==> config.mk <==
export PLATFORM = sky130hd
export DESIGN_NAME = load_result_unit
export DESIGN_NICKNAME = d
export VERILOG_FILES = /design/src/rtl/load_result_unit.sv
export SDC_FILE = /design/constraint.sdc
export NUM_CORES = 1
export LEC_CHECK = 0
export CAP_MARGIN = 20
export CORE_ASPECT_RATIO = 1.25
export CORE_UTILIZATION = 50
export DETAILED_ROUTE_END_ITERATION = 10
export PLACE_DENSITY_LB_ADDON = 0.3
export SETUP_SLACK_MARGIN = 0.5
export SLEW_MARGIN = 20
export SYNTH_ARGS = -nofsm -noshare
export SYNTH_HDL_FRONTEND = slang
export SYNTH_SLANG_ARGS = --single-unit
==> constraint.sdc <==
create_clock -name clk -period 2.7 [get_ports clk]
set_input_delay 0.54 -clock clk [delete_from_list [all_inputs] [get_ports clk]]
set_output_delay 0.54 -clock clk [all_outputs]
set_load 0.01 [all_outputs]
==> src/rtl/load_result_unit.sv <==
// Tracks the single outstanding data-bus transaction and formats load return data for write-back.
// ld_valid rises one cycle after data_data_ok; the result is held while wb_stall is high.
module load_result_unit (
  input  logic        clk,
  input  logic        rst,
  input  logic        data_req,
  input  logic        data_wr,
  input  logic        data_addr_ok,
  input  logic        data_data_ok,
  input  logic [31:0] data_rdata,
  input  logic [2:0]  ld_type,
  input  logic [1:0]  ld_addr_lo,
  input  logic [4:0]  ld_dest_in,
  input  logic [31:0] rt_old,
  input  logic        flush,
  input  logic        wb_stall,
  output logic        ld_valid,
  output logic [31:0] ld_data,
  output logic [4:0]  ld_dest,
  output logic        ld_busy
);

  typedef enum logic [1:0] {
    S_IDLE = 2'd0,
    S_PEND = 2'd1,
    S_HOLD = 2'd2,
    S_DROP = 2'd3
  } state_t;

  localparam logic [2:0] T_LB  = 3'b001;
  localparam logic [2:0] T_LBU = 3'b010;
  localparam logic [2:0] T_LH  = 3'b011;
  localparam logic [2:0] T_LHU = 3'b100;
  localparam logic [2:0] T_LWL = 3'b101;
  localparam logic [2:0] T_LWR = 3'b110;

  state_t      state;
  logic        tag_wr;
  logic [2:0]  tag_type;
  logic [1:0]  tag_lo;
  logic [4:0]  tag_dest;
  logic [31:0] tag_rt;

  logic        accept;
  logic [7:0]  sel_byte;
  logic [15:0] sel_half;
  logic [31:0] fmt_data;

  assign accept = data_req & data_addr_ok;

  // Formatting uses the tag captured at accept, not the live request fields.
  always_comb begin
    sel_byte = data_rdata[7:0];
    case (tag_lo)
      2'd0: sel_byte = data_rdata[7:0];
      2'd1: sel_byte = data_rdata[15:8];
      2'd2: sel_byte = data_rdata[23:16];
      2'd3: sel_byte = data_rdata[31:24];
      default: sel_byte = data_rdata[7:0];
    endcase
    sel_half = tag_lo[1] ? data_rdata[31:16] : data_rdata[15:0];

    fmt_data = data_rdata;
    case (tag_type)
      T_LB:  fmt_data = {{24{sel_byte[7]}}, sel_byte};
      T_LBU: fmt_data = {24'h000000, sel_byte};
      T_LH:  fmt_data = {{16{sel_half[15]}}, sel_half};
      T_LHU: fmt_data = {16'h0000, sel_half};
      T_LWL: begin
        case (tag_lo)
          2'd0: fmt_data = {data_rdata[7:0],  tag_rt[23:0]};
          2'd1: fmt_data = {data_rdata[15:0], tag_rt[15:0]};
          2'd2: fmt_data = {data_rdata[23:0], tag_rt[7:0]};
          default: fmt_data = data_rdata;
        endcase
      end
      T_LWR: begin
        case (tag_lo)
          2'd1: fmt_data = {tag_rt[31:24], data_rdata[31:8]};
          2'd2: fmt_data = {tag_rt[31:16], data_rdata[31:16]};
          2'd3: fmt_data = {tag_rt[31:8],  data_rdata[31:24]};
          default: fmt_data = data_rdata;
        endcase
      end
      default: fmt_data = data_rdata;
    endcase
  end

  always_ff @(posedge clk) begin
    if (rst) begin
      state    <= S_IDLE;
      ld_valid <= 1'b0;
      ld_busy  <= 1'b0;
      ld_data  <= 32'h0;
      ld_dest  <= 5'd0;
      tag_wr   <= 1'b0;
      tag_type <= 3'd0;
      tag_lo   <= 2'd0;
      tag_dest <= 5'd0;
      tag_rt   <= 32'h0;
    end else begin
      if (accept && (state == S_IDLE || state == S_HOLD)) begin
        tag_wr   <= data_wr;
        tag_type <= ld_type;
        tag_lo   <= ld_addr_lo;
        tag_dest <= ld_dest_in;
        tag_rt   <= rt_old;
      end

      case (state)
        S_IDLE: begin
          if (accept && flush) begin
            state    <= S_DROP;
            ld_valid <= 1'b0;
            ld_busy  <= 1'b1;
          end else if (accept) begin
            state    <= S_PEND;
            ld_valid <= 1'b0;
            ld_busy  <= 1'b1;
          end
        end
        S_PEND: begin
          // A flush coinciding with the return still consumes that return.
          if (flush && data_data_ok) begin
            state    <= S_IDLE;
            ld_valid <= 1'b0;
            ld_busy  <= 1'b0;
          end else if (flush) begin
            state    <= S_DROP;
            ld_valid <= 1'b0;
            ld_busy  <= 1'b1;
          end else if (data_data_ok && tag_wr) begin
            state    <= S_IDLE;
            ld_valid <= 1'b0;
            ld_busy  <= 1'b0;
          end else if (data_data_ok) begin
            state    <= S_HOLD;
            ld_valid <= 1'b1;
            ld_busy  <= 1'b1;
            ld_data  <= fmt_data;
            ld_dest  <= tag_dest;
          end
        end
        S_HOLD: begin
          if (flush) begin
            state    <= S_IDLE;
            ld_valid <= 1'b0;
            ld_busy  <= 1'b0;
          end else if (!wb_stall && accept) begin
            state    <= S_PEND;
            ld_valid <= 1'b0;
            ld_busy  <= 1'b1;
          end else if (!wb_stall) begin
            state    <= S_IDLE;
            ld_valid <= 1'b0;
            ld_busy  <= 1'b0;
          end
        end
        S_DROP: begin
          if (data_data_ok) begin
            state    <= S_IDLE;
            ld_valid <= 1'b0;
            ld_busy  <= 1'b0;
          end
        end
        default: begin
          state    <= S_IDLE;
          ld_valid <= 1'b0;
          ld_busy  <= 1'b0;
        end
      endcase
    end
  end

endmodule

==> flow_metrics.py, run 1 <==
metrics = {
    "run_status": {
        "status": "finished clean",
    },
    "sta": {
        "period_share": 0.779,
        "hold_viol": 0,
        "tightestPinTransition_ps": 934,
        "setup_viol": 0,
        "slew_headroom": 0.375,
        "rsz0062_at_grt": "no",
        "hold_slack_ps": 452,
        "clock.fmax_mhz": 475,
        "slew_violations": 0,
        "finClkSkew_ps": 6.74,
        "fin_crit_ps": 2100,
        "tns_ps": 0,
    },
    "yosys": {
        "synth_area_sq_mm": 0.00514,
        "synthArstFlopShare": 0,
        "ys_top_cells_by_area": "dfxtp_1 33%, nand2_1 9.7%, mux4_2 8.3%",
        "yosysSeqAreaShare": 0.327,
        "yosysTopAreaCell": "dfxtp_1",
        "synth_ff_type": "dfxtp_1",
        "yosys.area.top_type_share": 0.327,
        "synth_nets": 667,
        "synth.distinct_cells": 58,
        "synthTopCellsByCount": "133 x nand2_1, 84 x dfxtp_1, 72 x a21oi_1",
        "avgSynthCellArea_sq_um": 8.78,
        "synth-edff-count": 0,
        "yosysMostFrequentCell": "nand2_1",
        "syn_inst": 585,
        "ys_seq_elements": 84,
        "yosysWarnings": 0,
    },
    "cts": {
        "clkTransAtPathRegs_ps": 60,
        "cts_tree": "built",
        "clock_sinks": 84,
        "clockBufferDepth": 2,
        "clk_latency_ps": 340,
        "cts_made_buffers": 9,
        "htree_levels": 3,
        "cts-root-buf": "clkbuf_16",
    },
    "grt": {
        "grt_pass1_wl_microns": 26600,
        "grt_max_degree": 53,
        "grtUsageTotal": 0.323,
        "antenna_found_initial": 0,
        "grt_pass1_vias": 5093,
        "grt_overflow": 0,
    },
    "final_layout": {
        "diodes": 0,
        "instances_no_fill": 832,
        "area_growth_pct": 32.7,
        "nFillCells": 856,
        "drive_gt1_frac": 0.159,
        "nets": 780,
        "finish.utilization": 0.678,
    },
    "worst_setup_path": {
        "reg2regPathDepth": 5,
        "endpoint": "ld_data[7]",
        "cp.required_ps": 2930,
        "cp-start-kind": "primary input",
        "r2r_setup_slack_ps": 620,
        "critPathCaptureType": "flip-flop",
        "rr_endpoint": "ld_data[31]",
        "r2r-start": "tag_lo[1]",
        "worst-setup-path-type": "in2reg",
        "setup.worst_path.start": "flush",
        "cp.arrival_ps": 2340,
        "cp_max_fo": 14,
    },
    "place": {
        "placed_cells": 816,
        "routabilityCongestion": 0.911,
        "dp_hpwl_microns": 12000,
        "io_buffers": 120,
    },
    "drt": {
        "viasPerCell": 6.55,
        "initialDrtViolationCount": 562,
        "dr.pass1.iters": 8,
        "drc": 0,
        "wl_per_cell_microns": 20.6,
        "vias": 5451,
        "final_antenna_net_count": 0,
        "wl_microns": 17100,
    },
    "flow_run": {
        "drv_cap": 0,
    },
    "floorplanning": {
        "pin_count": 121,
        "start_util": 0.511,
        "die_area_sq_mm": 0.0107,
        "fp.dieW_microns": 92.7,
        "coreArea_sq_mm": 0.0101,
        "die_h_microns": 115,
        "num_rows": 41,
    },
    "pwr": {
        "ir_drop_v": 0.000285,
        "total_leakage_power_nw": 2.30,
        "p_per_area_mw_per_mm2": 473,
    },
    "worst_hold_path": {
        "hold_class": "reg2reg",
    },
}
==> kinds of logic (layout without fill, tap and decap cells) <==
logic type	Yosys count	count (layout)	synth area share
AO/OA/AOI/OAI	201	201	0.277
buffers and inverters	63	181	0.0641
flip-flops	84	84	0.327
multiplexers	66	66	0.187
AND/OR/NAND/NOR	171	171	0.144
==> layout make-up <==
| class | count | area (sq um) | area share |
|---|---|---|---|
| repair buffers | 160 | 1520 | 0.223 |
| multi-input cells | 438 | 3130 | 0.459 |
| inverters | 5 | 18.8 | 0.00275 |
| flip-flops and latches | 84 | 1690 | 0.248 |
| clock buffers | 13 | 250 | 0.0367 |
| well taps | 129 | 161 | 0.0237 |
| clock inverters | 3 | 46.3 | 0.00679 |
==> worst max-delay path, cell delays in order <==
cell and delay (ps):
clkdlybuf4s50_1 530, nor4b_4 310, buf_4 190, and2_1 200, buf_4 260, a21oi_1 90, a32o_1 210
==> cell usage in the layout (no fill, tap or decap), drive strengths merged, types with 10 or more instances in the layout <==
master and n:
a31oi 22, a22oi 10, dfxtp 84, buf 41, a21oi 72, mux2 22
mux2i 23, a222oi 16, mux4 21, clkbuf 13, o221ai 25, o21ai 14
nor2 13, nand2 134, clkdlybuf4s50 119
==> sequential cells by signal, summed over array words and instances (netlist names), 2 cells and up <==
signal and cells:
tag_dest 5, state 2, tag_lo 2, tag_type 3, tag_rt 32, ld_data 32
ld_dest 5
==> through the flow <==
stage	area (sq um)	total power, mW	worst slack (ps)
after detailed placement	6510	2.00	280
after global placement	6510	1.98	303
final	6820	3.23	596
after CTS	6810	3.22	525
after global routing	6820	3.33	513
after floorplan	5140	1.70	974
==> worst min path at each step <==
stage	start	endpoint	slack, ps	cells past startpoint
after detailed placement	tag_dest[4]	ld_dest[4]	450	2
final	tag_dest[1]	ld_dest[1]	450	2
after CTS	tag_dest[1]	ld_dest[1]	450	2
after global placement	tag_dest[2]	ld_dest[2]	440	2
after floorplan	tag_dest[0]	ld_dest[0]	430	2
after global routing	tag_rt[26]	tag_rt[26]	470	2
==> timing repair <==
action                                  CTS  global route
hold buffers                              0             0
endpoints found under the setup margin    0            29
resized for setup                         0             2
setup buffers                             0             0
==> power breakdown <==
group          leakage [nW]  internal (mW)  switching (mW)
registers             0.684           1.29          0.0581
clock network         0.140          0.745           0.496
logic                  1.47          0.329           0.313
total                  2.30           2.36           0.868
==> per-layer routing <==
metal / vias to the layer above / GRT usage / share of wire / wire (microns)
met5: - / 0 / 0 / 0
met4: 0 / 0.170 / 0.044 / 753
met3: 51 / 0.0622 / 0.099 / 1700
met2: 368 / 0.511 / 0.46 / 7860
met1: 2574 / 0.420 / 0.40 / 6810
li1: 2458 / - / - / -
No activity file was read; power rests on OpenSTA's default activity.
==> run 2: changes to the inputs <==
clock period = 2 ns   (was 2.7 ns; I/O delays follow)
==> run 2 against run 1 <==
Clock power is 35% higher. Sequential share of layout area is 2.5 points lower. Power is 41% higher. Die area stayed put. Cell area is 12% higher. Clock-buffer cell count is 4 lower. Sequential power is 34% higher. Global-route usage is 4.2 points higher. Sequential cell count stayed put. Critical path type is now reg2reg. Largest cell class unchanged. Highest routed layer unchanged.
==> flow_metrics.py, run 2 (synthesized netlist as in run 1, its figures left out) <==
metrics = {
    "run_status": {
        "status": "finished clean",
    },
    "cts": {
        "clockBufferDepth": 2,
        "clkTransAtPathRegs_ps": 70,
        "cts_hold_buf": 0,
        "htree_levels": 3,
        "cts_tree": "built",
        "cts-root-buf": "clkbuf_16",
        "clk_latency_ps": 350,
        "clock_sinks": 84,
        "cts_made_buffers": 9,
    },
    "grt": {
        "grt_pass1_vias": 5483,
        "grt_pass1_wl_microns": 29700,
        "antenna_found_initial": 0,
        "grt_overflow": 0,
        "grt_max_degree": 53,
        "grtUsageTotal": 0.366,
    },
    "drt": {
        "dr.pass1.iters": 6,
        "viasPerCell": 6.58,
        "wl_per_cell_microns": 21.9,
        "initialDrtViolationCount": 684,
        "final_antenna_net_count": 0,
        "vias": 5895,
        "drc": 0,
        "wl_microns": 19600,
    },
    "sta": {
        "hold_slack_ps": 453,
        "hold_viol": 0,
        "setup_viol": 0,
        "rsz0062_at_grt": "yes",
        "tns_ps": 0,
        "tightestPinTransition_ps": 578,
        "fin_crit_ps": 1800,
        "slew_violations": 0,
        "slew_headroom": 0.614,
        "period_share": 0.899,
        "clock.fmax_mhz": 556,
        "finClkSkew_ps": 9.65,
    },
    "worst_hold_path": {
        "hold_class": "reg2reg",
        "hp-start": "ld_dest[3]",
    },
    "final_layout": {
        "top_regs": "ld_data x32, tag_rt x32",
        "multi_input_area_sq_mm": 0.00324,
        "seqCellArea_sq_mm": 0.00169,
        "finish.utilization": 0.757,
        "diodes": 0,
        "nets": 844,
        "nFillCells": 779,
        "mostFrequentLayoutCells": "132 x nand2_1, 78 x dfxtp_1, 75 x buf_4",
        "drive_gt1_frac": 0.258,
        "layout.cells.most_common": "nand2_1",
        "area_growth_pct": 48.2,
    },
    "worst_setup_path": {
        "worst-setup-path-type": "reg2reg",
        "cp.arrival_ps": 2030,
        "critPathCaptureType": "flip-flop",
        "r2r-start": "tag_lo[1]",
        "cp-start-kind": "flip-flop",
        "setup.worst_path.start": "tag_lo[1]",
        "cp.required_ps": 2230,
        "cp_max_fo": 16,
    },
    "floorplanning": {
        "pin_count": 121,
        "start_util": 0.511,
        "die_h_microns": 115,
        "fp.dieW_microns": 92.7,
        "coreArea_sq_mm": 0.0101,
        "die_area_sq_mm": 0.0107,
        "num_rows": 41,
    },
    "pwr": {
        "p_per_area_mw_per_mm2": 598,
        "combPwrFrac": 0.239,
        "total_leakage_power_nw": 2.95,
        "ir_drop_v": 0.000514,
        "switching_share": 0.300,
        "net-switching-power_mw": 1.37,
        "clockPowerShare": 0.368,
        "p_int_mw": 3.19,
        "pwr-share-seq": 0.394,
    },
    "place": {
        "dp_hpwl_microns": 12900,
        "io_buffers": 120,
        "routabilityCongestion": 0.921,
    },
    "flow_run": {
        "drv_cap": 0,
    },
}
[run 2: final cells by class]
cell class                      count  share of cell area
Timing Repair Buffer              224               0.289
Tap cell                          129              0.0212
Clock buffer                        9              0.0296
Sequential cell                    84               0.223
Multi-Input combinational cell    438               0.426
Clock inverter                      7             0.00887
Inverter                            5             0.00247
[run 2: power groups by stage]
stage	clock (mW)	sequential [mW]	combinational, mW
detailed placement	0	1.83	0.953
global placement	0	1.83	0.928
finish	1.67	1.79	1.09
global route	1.77	1.80	1.15
CTS	1.70	1.79	1.04
floorplan	0	1.81	0.493
[run 2: worst max-delay path, stage by stage, from the launching register on]
cell	delay (ps)
dfxtp_4	390
buf_8	140
mux4_2	590
nor2_1	130
o31a_2	180
buf_12	150
a31oi_1	90
[run 2: path summary, 6_finish.rpt]
check / end / slack [ps] / depth (start not counted)
setup / recovery: ld_data[20] / 200 / 6
hold reg to reg: ld_dest[3] / 450 / 2
setup reg to reg: ld_data[20] / 200 / 6
hold / removal: ld_dest[3] / 450 / 2
[run 2: per-layer routing]
layer,global-route usage,part of all wire
met1,0.458,0.38
met2,0.597,0.47
met3,0.0807,0.10
met4,0.179,0.052
met5,0,0
[run 2: through the flow]
stage	area [sq um]	worst slack, ps	power (mW)	instances
finish	7610	202	4.56	896
global route	7610	169	4.71	896
CTS	7480	227	4.52	887
detailed placement	6890	-214	2.79	849
global placement	6890	-120	2.76	849
floorplan	5200	338	2.31	585
[run 2: repair_timing]
item                       CTS  global route
gates cloned                 3             1
gates resized for setup     91            12
setup endpoints to repair   93            58
setup buffers               19             8
pin swaps                    5             8
